==> src/rtl/imem_enc_pkg.sv <==
// Shared definitions for the instruction-memory program encoder.
//   - kind_e   : instruction class presented on in_kind
//   - OPC_*    : RV32 major opcodes (same values the opcode decoder matches)
//   - state_e  : loader FSM states
//   - HALT_WORD: encoding of the custom HALT instruction
//   - fits_signed(): immediate range helper used when IMEM_ENC_RANGE_CHECK_EN is defined
package imem_enc_pkg;

    typedef enum logic [3:0] {
        KindR      = 4'd0,
        KindIImm   = 4'd1,
        KindLoad   = 4'd2,
        KindStore  = 4'd3,
        KindBranch = 4'd4,
        KindLui    = 4'd5,
        KindJal    = 4'd6,
        KindJalr   = 4'd7,
        KindHalt   = 4'd8
    } kind_e;

    localparam logic [6:0] OPC_R      = 7'b0110011;
    localparam logic [6:0] OPC_I_IMM  = 7'b0010011;
    localparam logic [6:0] OPC_LOAD   = 7'b0000011;
    localparam logic [6:0] OPC_STORE  = 7'b0100011;
    localparam logic [6:0] OPC_BRANCH = 7'b1100011;
    localparam logic [6:0] OPC_LUI    = 7'b0110111;
    localparam logic [6:0] OPC_JAL    = 7'b1101111;
    localparam logic [6:0] OPC_JALR   = 7'b1100111;
    localparam logic [6:0] OPC_HALT   = 7'b1111111;

    localparam logic [31:0] HALT_WORD = 32'h0000_007F;

    typedef enum logic [1:0] {
        StIdle  = 2'd0,
        StLoad  = 2'd1,
        StDone  = 2'd2,
        StError = 2'd3
    } state_e;

    // True when v is a sign-extended value of the given width: every bit from
    // bits-1 upward is a copy of the sign.
    function automatic logic fits_signed(input logic [31:0] v, input int unsigned bits);
        logic [31:0] hi;
        hi = v >> (bits - 1);
        return (hi == 32'h0) || (hi == (32'hFFFF_FFFF >> (bits - 1)));
    endfunction

endpackage

==> src/rtl/instr_field_encoder.sv <==
// Combinational RV32 instruction packer.
//   kind_i/rd_i/rs1_i/rs2_i/funct3_i/funct7b5_i/imm_i : instruction fields
//   word_o  : packed 32-bit instruction (fields unused by the format are 0)
//   legal_o : kind is one of the nine supported classes and, when
//             IMEM_ENC_RANGE_CHECK_EN is defined, the immediate is in range
module instr_field_encoder
    import imem_enc_pkg::*;
(
    input  logic [3:0]  kind_i,
    input  logic [4:0]  rd_i,
    input  logic [4:0]  rs1_i,
    input  logic [4:0]  rs2_i,
    input  logic [2:0]  funct3_i,
    input  logic        funct7b5_i,
    input  logic [31:0] imm_i,
    output logic [31:0] word_o,
    output logic        legal_o
);

    kind_e kind;
    logic  kind_ok;
    logic  range_ok;

    assign kind = kind_e'(kind_i);

    always_comb begin
        word_o  = '0;
        kind_ok = 1'b1;
        case (kind)
            KindR:      word_o = {1'b0, funct7b5_i, 5'b0, rs2_i, rs1_i, funct3_i, rd_i, OPC_R};
            KindIImm: begin
                // srli/srai: shamt in 24:20, bit 30 selects arithmetic shift
                if (funct3_i == 3'b101) begin
                    word_o = {1'b0, funct7b5_i, 5'b0, imm_i[4:0], rs1_i, funct3_i, rd_i,
                              OPC_I_IMM};
                end else begin
                    word_o = {imm_i[11:0], rs1_i, funct3_i, rd_i, OPC_I_IMM};
                end
            end
            KindLoad:   word_o = {imm_i[11:0], rs1_i, funct3_i, rd_i, OPC_LOAD};
            KindStore:  word_o = {imm_i[11:5], rs2_i, rs1_i, funct3_i, imm_i[4:0], OPC_STORE};
            KindBranch: word_o = {imm_i[12], imm_i[10:5], rs2_i, rs1_i, funct3_i,
                                  imm_i[4:1], imm_i[11], OPC_BRANCH};
            KindLui:    word_o = {imm_i[31:12], rd_i, OPC_LUI};
            KindJal:    word_o = {imm_i[20], imm_i[10:1], imm_i[11], imm_i[19:12], rd_i, OPC_JAL};
            KindJalr:   word_o = {imm_i[11:0], rs1_i, funct3_i, rd_i, OPC_JALR};
            KindHalt:   word_o = HALT_WORD;
            default:    kind_ok = 1'b0;
        endcase
    end

`ifdef IMEM_ENC_RANGE_CHECK_EN
    always_comb begin
        range_ok = 1'b1;
        case (kind)
            KindIImm, KindLoad, KindJalr, KindStore: range_ok = fits_signed(imm_i, 12);
            KindBranch: range_ok = fits_signed(imm_i, 13) && !imm_i[0];
            KindJal:    range_ok = fits_signed(imm_i, 21) && !imm_i[0];
            KindLui:    range_ok = (imm_i[11:0] == 12'h000);
            default:    range_ok = 1'b1;
        endcase
    end
`else
    // Out-of-range bits are truncated by the packing above.
    assign range_ok = 1'b1;
`endif

    assign legal_o = kind_ok && range_ok;

endmodule

==> src/rtl/imem_program_encoder.sv <==
// Sequential instruction encoder and instruction-memory loader.
// Accepts instruction beats over valid/ready, encodes them and writes the
// words to consecutive word addresses starting at 0 after each start pulse.
// Optional macro: IMEM_ENC_RANGE_CHECK_EN (immediate range checking).
// Ports:
//   clk, rst_n            : clock, synchronous active-low reset
//   start                 : begin/restart a load at address 0 (wins over a beat)
//   in_valid/in_ready     : beat handshake; in_ready is high only in LOAD
//   in_kind..in_imm       : instruction fields
//   imem_we/addr/wdata    : registered write port, one cycle after acceptance
//   busy, done, err       : in LOAD, HALT written, load aborted (sticky)
//   count                 : words written since the last start
module imem_program_encoder
    import imem_enc_pkg::*;
#(
    parameter int unsigned IMEM_DEPTH = 256,
    parameter int unsigned ADDR_W     = $clog2(IMEM_DEPTH)
) (
    input  logic              clk,
    input  logic              rst_n,
    input  logic              start,
    input  logic              in_valid,
    output logic              in_ready,
    input  logic [3:0]        in_kind,
    input  logic [4:0]        in_rd,
    input  logic [4:0]        in_rs1,
    input  logic [4:0]        in_rs2,
    input  logic [2:0]        in_funct3,
    input  logic              in_funct7b5,
    input  logic [31:0]       in_imm,
    output logic              imem_we,
    output logic [ADDR_W-1:0] imem_addr,
    output logic [31:0]       imem_wdata,
    output logic              busy,
    output logic              done,
    output logic              err,
    output logic [ADDR_W:0]   count
);

    state_e            state_q, state_d;
    logic [ADDR_W-1:0] ptr_q, ptr_d;
    logic [ADDR_W:0]   count_q, count_d;
    logic              we_q, we_d;
    logic [ADDR_W-1:0] addr_q, addr_d;
    logic [31:0]       wdata_q, wdata_d;
    logic              done_q, done_d;
    logic              err_q, err_d;

    logic [31:0] enc_word;
    logic        enc_legal;
    logic        is_halt;
    logic        last_slot;

    instr_field_encoder u_enc (
        .kind_i     (in_kind),
        .rd_i       (in_rd),
        .rs1_i      (in_rs1),
        .rs2_i      (in_rs2),
        .funct3_i   (in_funct3),
        .funct7b5_i (in_funct7b5),
        .imm_i      (in_imm),
        .word_o     (enc_word),
        .legal_o    (enc_legal)
    );

    assign is_halt   = (in_kind == KindHalt);
    // The final slot is reserved for HALT so the pointer never wraps.
    assign last_slot = (ptr_q == ADDR_W'(IMEM_DEPTH - 1));

    always_comb begin
        state_d = state_q;
        ptr_d   = ptr_q;
        count_d = count_q;
        we_d    = 1'b0;
        addr_d  = addr_q;
        wdata_d = wdata_q;
        done_d  = done_q;
        err_d   = err_q;
        if (start) begin
            state_d = StLoad;
            ptr_d   = '0;
            count_d = '0;
            done_d  = 1'b0;
            err_d   = 1'b0;
        end else begin
            case (state_q)
                StLoad: begin
                    if (in_valid) begin
                        if (!enc_legal || (last_slot && !is_halt)) begin
                            state_d = StError;
                            err_d   = 1'b1;
                        end else begin
                            we_d    = 1'b1;
                            addr_d  = ptr_q;
                            wdata_d = enc_word;
                            ptr_d   = ptr_q + 1'b1;
                            count_d = count_q + 1'b1;
                            if (is_halt) begin
                                state_d = StDone;
                                done_d  = 1'b1;
                            end
                        end
                    end
                end
                default: ;
            endcase
        end
    end

    always_ff @(posedge clk) begin
        if (!rst_n) begin
            state_q <= StIdle;
            ptr_q   <= '0;
            count_q <= '0;
            we_q    <= 1'b0;
            addr_q  <= '0;
            wdata_q <= '0;
            done_q  <= 1'b0;
            err_q   <= 1'b0;
        end else begin
            state_q <= state_d;
            ptr_q   <= ptr_d;
            count_q <= count_d;
            we_q    <= we_d;
            addr_q  <= addr_d;
            wdata_q <= wdata_d;
            done_q  <= done_d;
            err_q   <= err_d;
        end
    end

    // Derived from the state register only, so never combinational on in_valid.
    assign in_ready   = (state_q == StLoad);
    assign busy       = (state_q == StLoad);
    assign imem_we    = we_q;
    assign imem_addr  = addr_q;
    assign imem_wdata = wdata_q;
    assign done       = done_q;
    assign err        = err_q;
    assign count      = count_q;

endmodule

==> config.mk <==
export PLATFORM = sky130hd
export DESIGN_NAME = imem_program_encoder
export DESIGN_NICKNAME = d
export VERILOG_FILES = /design/src/rtl/imem_enc_pkg.sv /design/src/rtl/instr_field_encoder.sv /design/src/rtl/imem_program_encoder.sv
export SDC_FILE = /design/constraint.sdc
export NUM_CORES = 1
export LEC_CHECK = 0
export ABC_AREA = 1
export CORE_UTILIZATION = 40
export DETAILED_ROUTE_END_ITERATION = 7
export GPL_ROUTABILITY_DRIVEN = 0
export PLACE_DENSITY_LB_ADDON = 0.15
export SLEW_MARGIN = 20
export SYNTH_ARGS = -nofsm -noshare
export SYNTH_HDL_FRONTEND = slang
export SYNTH_SLANG_ARGS = --single-unit
==> constraint.sdc <==
create_clock -name clk -period 1.4 [get_ports clk]
set_input_delay 0.35 -clock clk [delete_from_list [all_inputs] [get_ports clk]]
set_output_delay 0.35 -clock clk [all_outputs]
set_load 0.03 [all_outputs]
==> out/metrics.json, run 1 <==
{
  "result_of_the_run": {"value": "finished, violations left"},
  "failing_checks": {"value": "negative setup slack"},
  "timing.critical_path.from_type": {"value": "flip-flop"},
  "layout_min_cycle_time": {"value": 1.48, "unit": "ns"},
  "dieHeight": {"value": 89.2, "unit": "um"},
  "power.density_cell_area": {"value": 748, "unit": "nW/um^2"},
  "ctsHtreeMaxLevel": {"value": 3},
  "critical_path_arrival": {"value": 1.76, "unit": "ns"},
  "synth_cells": {"value": 471},
  "place.detailed.hpwl": {"value": 6760, "unit": "um"},
  "grt_first_pass_wirelength": {"value": 14700, "unit": "um"},
  "die_area": {"value": 7950, "unit": "um^2"},
  "synthArstFlopShare": {"value": 0, "unit": "%"},
  "grt_util_all_layers": {"value": 24.2, "unit": "%"},
  "cell_leakage_power": {"value": 2.16, "unit": "nW"},
  "ctsHoldBuffers": {"value": 0},
  "synth-seq-cells": {"value": 61},
  "wl_per_cell": {"value": 13.2, "unit": "um"},
  "synth.distinct_cells": {"value": 25},
  "max_freq": {"value": 674, "unit": "MHz"},
  "synth_top_area_share": {"value": 40.2, "unit": "%"},
  "sink_count_of_the_clock_tree": {"value": 61},
  "yosys_warns": {"value": 0},
  "worst-setup-path-type": {"value": "flip-flop to flip-flop"},
  "final_util": {"value": 68.5, "unit": "%"},
  "whs": {"value": 0.464, "unit": "ns"},
  "cts_max_path_buffers": {"value": 2},
  "placed_area": {"value": 4570, "unit": "um^2"},
  "synth.avg_cell_area": {"value": 6.45, "unit": "um^2"},
  "origin_of_the_worst_min_delay_path": {"value": "imem_addr[4]"},
  "number_of_global_route_vias_before_repair": {"value": 3252},
  "path_clk_slew": {"value": 0.07, "unit": "ns"},
  "nets": {"value": 698},
  "io_buffer_count": {"value": 112},
  "diodes": {"value": 0},
  "timing.critical_path.mode_cell": {"value": "sky130_fd_sc_hd__nor2_4"},
  "largest_clock_skew_in_the_final_design": {"value": 0.00816, "unit": "ns"},
  "instance_count_along_the_most_critical_hold_path": {"value": 2},
  "drt_drc_violations_left": {"value": 0},
  "core_region_area": {"value": 7290, "unit": "um^2"},
  "placement.setup.worst_slack": {"value": -0.636, "unit": "ns"},
  "grt_max_degree": {"value": 26},
  "synth-seq-area-share": {"value": 40.2, "unit": "%"},
  "timing.final.max_slew_violations": {"value": 0},
  "ir_drop": {"value": 0.000560, "unit": "V"},
  "drt-initial-drc-count": {"value": 164},
  "global_route.overflow_total": {"value": 0},
  "dr_total_vias": {"value": 3572},
  "cp_max_fo": {"value": 15},
  "regToRegSetupSlack": {"value": -0.08, "unit": "ns"},
  "cts_made_buffers": {"value": 9},
  "holdPathEnd": {"value": "imem_addr[4]"},
  "first_pass_drt_iterations": {"value": 4},
  "num_rows": {"value": 31},
  "start_of_the_worst_register_to_register_path": {"value": "ptr_q[1]"},
  "report.final.hold_viol_count": {"value": 0},
  "synth.area.top_cells": {"value": "sky130_fd_sc_hd__dfxtp_1 (40%), sky130_fd_sc_hd__nand2_1 (26%), sky130_fd_sc_hd__a21oi_1 (9.1%)"},
  "top_layer_used": {"value": "met4"},
  "postSynth.topFlopCell": {"value": "sky130_fd_sc_hd__dfxtp_1"},
  "drive_above_1_share": {"value": 27.6, "unit": "%"},
  "met1Wirelength": {"value": 4080, "unit": "um"},
  "max_slew.worst_pin.slew": {"value": 0.475, "unit": "ns"},
  "route.met2.wl": {"value": 5000, "unit": "um"},
  "cap_violations": {"value": 0},
  "synth.largest_area_cell": {"value": "sky130_fd_sc_hd__dfxtp_1"},
  "final.period_utilization": {"value": 106, "unit": "%"},
  "initial_core_util": {"value": 41.7, "unit": "%"},
  "worst-endpoint-required": {"value": 1.68, "unit": "ns"},
  "critical_path.reg2reg.endpoint": {"value": "imem_wdata[26]"},
  "dr_vias_cell": {"value": 4.82},
  "final_design_area_no_fill": {"value": 5000, "unit": "um^2"},
  "syn_nets": {"value": 532},
  "setup_repair_after_global_routing_missed_its_margin": {"value": "true"},
  "critical_path.endpoint_type": {"value": "flip-flop"},
  "syn2layout_area_growth": {"value": 64.4, "unit": "%"},
  "drt.antenna.violating_nets": {"value": 0},
  "synth.cell_area": {"value": 3040, "unit": "um^2"},
  "num_io_pins": {"value": 113},
  "routed_wirelength": {"value": 9780, "unit": "um"},
  "worst_slack": {"value": -0.0833, "unit": "ns"},
  "clk_lat_worst_skew": {"value": 0.35, "unit": "ns"},
  "tritoncts": {"value": "yes"},
  "slew_headroom": {"value": 68.3, "unit": "%"},
  "count_of_endpoints_failing_setup_in_the_final_report": {"value": 56},
  "cells_along_the_critical_path": {"value": "ha_4 -> inv_4 -> nor2_4 -> nand3_2 -> buf_4 -> nand3_4 -> nor2_4 -> buf_6 -> nand2_1 -> a21oi_1"},
  "crit_slowest_cell": {"value": "sky130_fd_sc_hd__dfxtp_2"},
  "cell_count_post_placement": {"value": 716},
  "worstRegToRegCells": {"value": 10},
  "critPathMaxStageDelay": {"value": 0.34, "unit": "ns"},
  "met3_routed_wl": {"value": 584, "unit": "um"},
  "antenna_violations_before_repair": {"value": 0},
  "chipWidth": {"value": 89.2, "unit": "um"},
  "synth_enable_flop_cells": {"value": 0},
  "hp-class": {"value": "flip-flop to flip-flop"},
  "ctsRootBufferMaster": {"value": "sky130_fd_sc_hd__clkbuf_8"},
  "finalNonFillerCells": {"value": 741}
}
worst max-delay path, delay by kind of cell (launching register included):
kind            cells  cell delay (ns)
flops               1             0.34
compound gates      1             0.14
simple gates        5             0.42
fa+ha+maj           1             0.16
buf+inv             3             0.35
synthesized netlist by cell type (all sizes together) (2+ instances only):
| master | count |
|---|---|
| dfxtp | 61 |
| buf | 15 |
| clkbuf | 5 |
| nor3 | 4 |
| a21oi | 55 |
| nand3 | 25 |
| o21ai | 9 |
| ha | 2 |
| nand2 | 216 |
| nor2 | 29 |
| xor2 | 6 |
| inv | 33 |
| nand4 | 4 |
| xnor2 | 3 |
flip-flops by register name, indices dropped and copies added, names as in the netlist:
register,count
count,9
done,1
err,1
imem_addr,8
imem_wdata,31
imem_we,1
ptr_q,8
state_q,2
cell type report:
cell class              instances  area [um^2]
fillers                       675         2290
well taps                      99          124
inverters                      33          126
flip-flops and latches         61         1230
clock buffers                  11          131
clock inverters                 5         27.5
repair buffers                175         1660
multi-input cells             357         1700
kinds of logic after synthesis:
logic type / share of synthesized area [%]
buffers and inverters: 7.90
DFF: 40.2
adders and majority gates: 0.823
AOI/OAI and AO/OA: 11.0
xor gates and xnor gates: 2.59
and+or+nand+nor: 37.5
report_power, final:
part | switching (mW) | leakage, nW | internal (mW)
Clock | 0.716 | 0.0829 | 0.630
Combinational | 0.309 | 1.58 | 0.321
Sequential | 0.00939 | 0.495 | 1.75
Total | 1.03 | 2.16 | 2.70
cell usage in the layout, fill, tap and decap left out, types with 9 or more instances in the layout:
| cell type | count |
|---|---|
| sky130_fd_sc_hd__buf_4 | 75 |
| sky130_fd_sc_hd__clkdlybuf4s15_2 | 21 |
| sky130_fd_sc_hd__clkdlybuf4s50_1 | 54 |
| sky130_fd_sc_hd__a21oi_1 | 47 |
| sky130_fd_sc_hd__clkbuf_8 | 9 |
| sky130_fd_sc_hd__nand2_1 | 202 |
| sky130_fd_sc_hd__nor2_1 | 22 |
| sky130_fd_sc_hd__dfxtp_1 | 56 |
| sky130_fd_sc_hd__nand3_1 | 21 |
| sky130_fd_sc_hd__inv_1 | 28 |
| sky130_fd_sc_hd__nand2_2 | 13 |
through the flow:
stage | setup TNS (ns) | power [mW]
final | -2.79 | 3.74
after global routing | -6.79 | 3.89
after floorplan | 0 | 2.04
after CTS | -2.47 | 3.74
after global placement | -28.92 | 2.38
after detailed placement | -29.96 | 2.39
metal layers:
layer  vias up  track usage, %
met5         -               0
met4         0            7.65
met3         9            5.63
met2       105            44.1
met1      1636            28.0
li1       1822               -
worst max-delay path by stage:
stage,start,end
floorplan,ptr_q[0],imem_addr[0]
finish,ptr_q[1],imem_wdata[26]
CTS,ptr_q[1],imem_wdata[2]
global placement,in_kind[2],imem_wdata[23]
global route,ptr_q[1],imem_addr[5]
detailed placement,in_kind[2],imem_wdata[23]
timing repair:
action                     in CTS  in global routing
setup endpoints to repair      83                 62
gates cloned                    3                  1
hold endpoints to repair        0                  0
pin swaps                       7                  7
resized for setup             109                 34
setup buffers                   5                  0
No activity file was read; power rests on OpenSTA's default activity.
==> run 2, diff against run 1 <==
--- a/config.mk
+++ b/config.mk
@@ -6,7 +6,8 @@
 export NUM_CORES = 1
 export LEC_CHECK = 0
 export ABC_AREA = 1
-export CORE_UTILIZATION = 40
+export CORE_UTILIZATION = 41
+export CTS_BUF_LIST = sky130_fd_sc_hd__clkbuf_2
 export DETAILED_ROUTE_END_ITERATION = 7
 export GPL_ROUTABILITY_DRIVEN = 0
 export PLACE_DENSITY_LB_ADDON = 0.15
==> out/metrics.json, run 2 (synthesis gave the netlist of run 1 again) <==
{
  "critical_path.endpoint_type": {"value": "flip-flop"},
  "diodes": {"value": 0, "change": "unchanged"},
  "hp-class": {"value": "input port to flip-flop"},
  "cell_count_post_placement": {"value": 719, "change": "+0.42%"},
  "initial_core_util": {"value": 42.1, "unit": "%", "change": "+0.45 points"},
  "worst-endpoint-required": {"value": 1.84, "unit": "ns", "change": "+0.16 ns"},
  "max_slew.worst_pin.slew": {"value": 0.545, "unit": "ns", "change": "+0.0700 ns"},
  "timing.final.max_slew_violations": {"value": 0, "change": "unchanged"},
  "tritoncts": {"value": "yes"},
  "worst-setup-path-type": {"value": "input port to flip-flop"},
  "timing.critical_path.from_type": {"value": "input port"},
  "chipWidth": {"value": 88.1, "unit": "um", "change": "-1.2%"},
  "largest_clock_skew_in_the_final_design": {"value": 0.0213, "unit": "ns", "change": "+0.0132 ns"},
  "cts_made_buffers": {"value": 9, "change": "unchanged"},
  "routed_wirelength": {"value": 11700, "unit": "um", "change": "+20%"},
  "clk_lat_worst_skew": {"value": 0.51, "unit": "ns", "change": "+0.16 ns"},
  "grt_first_pass_wirelength": {"value": 14600, "unit": "um", "change": "-0.57%"},
  "first_pass_drt_iterations": {"value": 4, "change": "unchanged"},
  "power.density_cell_area": {"value": 617, "unit": "nW/um^2", "change": "-18%"},
  "num_io_pins": {"value": 113, "change": "unchanged"},
  "dr_vias_cell": {"value": 5.03, "change": "+4.3%"},
  "drt.antenna.violating_nets": {"value": 0, "change": "unchanged"},
  "cts_max_path_buffers": {"value": 2, "change": "unchanged"},
  "finalNonFillerCells": {"value": 779, "change": "+5.1%"},
  "placed_area": {"value": 4620, "unit": "um^2", "change": "+0.99%"},
  "num_rows": {"value": 31, "change": "unchanged"},
  "cell_leakage_power": {"value": 2.71, "unit": "nW", "change": "+25%"},
  "setup_repair_after_global_routing_missed_its_margin": {"value": "true"},
  "drive_above_1_share": {"value": 49.1, "unit": "%", "change": "+22 points"},
  "report.final.hold_viol_count": {"value": 0, "change": "unchanged"},
  "layout_min_cycle_time": {"value": 1.58, "unit": "ns", "change": "+0.0947 ns"},
  "sink_count_of_the_clock_tree": {"value": 61, "change": "unchanged"},
  "path_clk_slew": {"value": 0.17, "unit": "ns", "change": "+0.10 ns"},
  "antenna_violations_before_repair": {"value": 0, "change": "unchanged"},
  "cap_violations": {"value": 0, "change": "unchanged"},
  "largest_register_ffs": {"value": 31, "change": "unchanged"},
  "placement.setup.worst_slack": {"value": -0.552, "unit": "ns", "change": "+0.0840 ns"},
  "whs": {"value": 0.389, "unit": "ns", "change": "-0.0747 ns"},
  "grt_util_all_layers": {"value": 24.5, "unit": "%", "change": "+0.28 points"},
  "failing_checks": {"value": "negative setup slack"},
  "worst_slack": {"value": -0.178, "unit": "ns", "change": "-0.0947 ns"},
  "design_power_total": {"value": 3.61, "unit": "mW", "change": "-3.3%"},
  "core_region_area": {"value": 7210, "unit": "um^2", "change": "-1.1%"},
  "ctsRootBufferMaster": {"value": "sky130_fd_sc_hd__clkbuf_2"},
  "io_buffer_count": {"value": 112, "change": "unchanged"},
  "commonest_cells_after_routing_fill_and_taps_aside": {"value": "sky130_fd_sc_hd__nand2_1 (166), sky130_fd_sc_hd__buf_4 (84), sky130_fd_sc_hd__clkdlybuf4s50_1 (56)"},
  "syn2layout_area_growth": {"value": 92.7, "unit": "%"},
  "layout_commonest_cell": {"value": "sky130_fd_sc_hd__nand2_1"},
  "drt-initial-drc-count": {"value": 184, "change": "+12%"},
  "dieHeight": {"value": 88.1, "unit": "um", "change": "-1.2%"},
  "place.detailed.hpwl": {"value": 6870, "unit": "um", "change": "+1.6%"},
  "final.period_utilization": {"value": 113, "unit": "%", "change": "+6.8 points"},
  "max_freq": {"value": 634, "unit": "MHz", "change": "-6.0%"},
  "final_util": {"value": 81.2, "unit": "%", "change": "+13 points"},
  "grt_max_degree": {"value": 25, "change": "-3.8%"},
  "critical_path_arrival": {"value": 2.02, "unit": "ns", "change": "+0.26 ns"},
  "count_of_endpoints_failing_setup_in_the_final_report": {"value": 56, "change": "unchanged"},
  "slew_headroom": {"value": 63.7, "unit": "%", "change": "-4.7 points"},
  "nets": {"value": 736, "change": "+5.4%"},
  "final_design_area_no_fill": {"value": 5860, "unit": "um^2", "change": "+17%"},
  "result_of_the_run": {"value": "finished, violations left"},
  "number_of_global_route_vias_before_repair": {"value": 3315, "change": "+1.9%"},
  "ctsHtreeMaxLevel": {"value": 3, "change": "unchanged"},
  "global_route.overflow_total": {"value": 0, "change": "unchanged"},
  "wl_per_cell": {"value": 15.0, "unit": "um", "change": "+14%"},
  "totalNegativeSetupSlack": {"value": -4.85, "unit": "ns", "change": "-2.05 ns"},
  "drt_drc_violations_left": {"value": 0, "change": "unchanged"},
  "dr_total_vias": {"value": 3917, "change": "+9.7%"},
  "ir_drop": {"value": 0.000464, "unit": "V", "change": "-17%"},
  "cp_max_fo": {"value": 6, "change": "-9"},
  "die_area": {"value": 7760, "unit": "um^2", "change": "-2.4%"}
}
==> run 2: changes by cell type in the layout (fill, tap and decap cells not counted), sizes merged <==
cell	before	now
buf	93	150
bufinv	0	1
clkbuf	14	17
clkdlybuf4s15	21	0
clkdlybuf4s50	54	56
clkinv	4	3
clkinvlp	1	0
dlygate4sd2	4	0
dlymetal6s2s	0	2
==> run 2: worst paths after layout <==
kind / start / endpoint / slack, ns / depth (start not counted)
max: in_kind[0] / imem_wdata[22] / -0.18 / 10
min: in_kind[1] / imem_wdata[4] / 0.39 / 6
max reg2reg: ptr_q[0] / imem_wdata[22] / -0.17 / 10
min reg2reg: imem_wdata[5] / imem_wdata[5] / 0.48 / 2
==> run 2: metal layers <==
layer	up-vias	part of all wire (%)	track usage [%]	wire (um)
li1	1898	-	-	-
met1	1854	39	28.3	4540
met2	132	53	43.6	6170
met3	33	5.4	3.58	628
met4	0	3.0	13.0	351
met5	-	0	0	0
==> run 2: power breakdown <==
part	switching (mW)	leakage, nW	internal (mW)	total [mW]
sequential	0.0130	0.520	1.75	1.76
combinational	0.369	2.11	0.372	0.741
clock	0.678	0.0759	0.433	1.11
total	1.06	2.71	2.55	3.61
==> run 2: area by class of cell <==
| type | count | area, um^2 |
|---|---|---|
| well taps | 99 | 124 |
| clock buffers | 12 | 60.1 |
| fillers | 481 | 1360 |
| clock inverters | 4 | 48.8 |
| multi-input cells | 357 | 2040 |
| repair buffers | 213 | 2160 |
| inverters | 33 | 129 |
| flip-flops and latches | 61 | 1300 |
==> run 2: timing repair <==
| action | 4_1_cts | 5_1_grt |
|---|---|---|
| gates resized for setup | 219 | 220 |
| cloned | 1 | 7 |
| endpoints found under the setup margin | 83 | 110 |
| endpoints found under the hold margin | 0 | 0 |
| hold buffers | 0 | 0 |
| setup buffers | 10 | 27 |
| pin swaps | 1 | 37 |
==> run 2: worst max-delay path, cell delays in order <==
cell and delay, ns:
sky130_fd_sc_hd__clkdlybuf4s50_1 0.48, sky130_fd_sc_hd__nor2_4 0.16, sky130_fd_sc_hd__nand2_1 0.09, sky130_fd_sc_hd__nand2_1 0.13
sky130_fd_sc_hd__nand3_4 0.11, sky130_fd_sc_hd__nor2_4 0.19, sky130_fd_sc_hd__buf_12 0.15, sky130_fd_sc_hd__clkbuf_16 0.16
sky130_fd_sc_hd__nand2_4 0.05, sky130_fd_sc_hd__a21oi_2 0.14
==> variant: new RTL, flow settings as in run 2 <==
Take the reset off `wdata_q` and load it in a clocked block of its own.
--- a/src/rtl/imem_program_encoder.sv
+++ b/src/rtl/imem_program_encoder.sv
@@ -115,5 +115,4 @@
             we_q    <= 1'b0;
             addr_q  <= '0;
-            wdata_q <= '0;
             done_q  <= 1'b0;
             err_q   <= 1'b0;
@@ -124,8 +123,11 @@
             we_q    <= we_d;
             addr_q  <= addr_d;
-            wdata_q <= wdata_d;
             done_q  <= done_d;
             err_q   <= err_d;
         end
+    end
+
+    always_ff @(posedge clk) begin
+        wdata_q <= wdata_d;
     end
 
Behaviour: differs if rst_n is asserted again (counterexample within 4 cycles, from zero or initial values and one cycle with rst_n low); with rst_n held inactive, the same outputs for 4 cycles.
==> variant against run 2 <==
  * The flow still finishes with violations (setup timing)
  * Setup slack better by 94 ps
  * Sequential cell count stayed put
  * Global-route usage is 2.8 points lower
  * Area after synthesis is 0.49% higher
  * Wire length is 28% lower
  * Non-clock buffer count is 44 lower
  * Final area is 13% lower
  * Critical path depth is 1 lower
  * Utilization is 10 points lower
  * Power is 0.14% higher
  * Largest power group unchanged
==> variant: results (changes against run 2) <==
Critical path
  – Worst-path fanout max: 8 (+2)
  – RR Endpoint: ptr_q[5]
  – Reg-to-reg startpoint: ptr_q[1]
  – R2R cell count: 9 (-1)

Synth
  – Seq/Total Area, Yosys: 0.5014 (+0.09962)
  – Post-Synth Adder-Cell Area: 0.008193 (-0.00004048)
  – Mapped Nets: 427 (-20%)
  – Post-synthesis compound-gate area fraction: 0.1020 (-0.007914)
  – Synth top cells by count: 109 x nand2_1, 37 x inv_1, 31 x edfxtp_1, 30 x dfxtp_1, 30 x nor2_1

Drt
  – Drt via density: 4.770 (-5.1%)
  – Wire length per cell: 13.15 um (-12%)
  – Wl on met1: 3444 um (-24%)
  – Initial DRC count: 111 (-40%)

Placed design
  – Post-DP HPWL: 5872 um (-15%)
  – Pre-CTS setup slack: -591.3 ps (-39.63 ps)
  – Cells after DPL: 608 (-15%)

Timing
  – Setup TNS: -3082 ps (+1763 ps)
  – Clk_skew: 20.13 ps (-1.220 ps)
  – # setup viols final: 58 (+3.6%)
  – Final WS setup: -83.84 ps (+94.15 ps)

Power and ir drop
  – Logic pwr share: 0.174 (-0.031)
  – Worst-case vdd ir drop: 0.0005025 V (+8.2%)
  – Pint: 2.646 mW (+3.7%)

Global routing
  – Vias in the first global route: 2897 (-13%)
  – GRT Total Usage: 0.2170 (-0.02783)
  – First-pass GRT wire length: 12900 um (-11%)

CTS
  – Worst-Skew Late Latency: 480 ps (-30 ps)

Run status
  – Status: finished with violations
  – Failing checks: setup timing
[variant: cell count changes after synthesis, moves of 5 or more]
cell,before,now
inv_1,32,37
nand2_1,214,109
edfxtp_1,0,31
o21ai_0,9,21
buf_2,9,0
a21oi_1,55,14
nand2_2,2,13
a21oi_2,0,10
dfxtp_1,61,30
nor2_1,25,30
[variant: area by class of cell]
| cell class | count | area (um2) |
|---|---|---|
| Fill cell | 586 | 2102 |
| Timing Repair Buffer | 169 | 1685 |
| Sequential cell | 61 | 1579 |
| Multi-Input combinational cell | 253 | 1446 |
| Inverter | 42 | 170.2 |
| Tap cell | 99 | 123.9 |
| Clock buffer | 11 | 55.05 |
| Clock inverter | 5 | 52.55 |
[variant: worst max-delay path, stage by stage (launching register included)]
cell and delay (ps):
dfxtp_2 390, ha_4 160, nand2_4 50, nor2_4 130
nand3_4 100, buf_6 130, nand3_4 120, buf_12 170
nand2_4 50, a21oi_2 120
[variant: stage by stage]
stage | area, um2 | power [mW]
6_report | 5112 | 3.617
5_1_grt | 5112 | 3.764
4_1_cts | 4912 | 3.610
3_5_place_dp | 4572 | 2.549
3_3_place_gp | 4572 | 2.541
2_1_floorplan | 3084 | 2.216
[variant: repair_timing]
| action | in CTS | in global routing |
|---|---|---|
| pin swaps | 23 | 7 |
| resized for setup | 306 | 54 |
| cloned | 1 | 0 |
| setup buffers | 11 | 4 |
| endpoints found under the setup margin | 115 | 135 |
[variant: how the worst min path moves through the flow]
stage                           from            end  slack [ps]  cells after the start
final                     in_kind[2]  imem_wdata[4]         390                      4
after global routing      in_kind[3]  imem_wdata[4]         380                      3
after detailed placement         err            err         450                      2
after floorplan           state_q[1]     state_q[1]         440                      2
after CTS                      rst_n     state_q[0]         400                      3
after global placement           err            err         440                      2
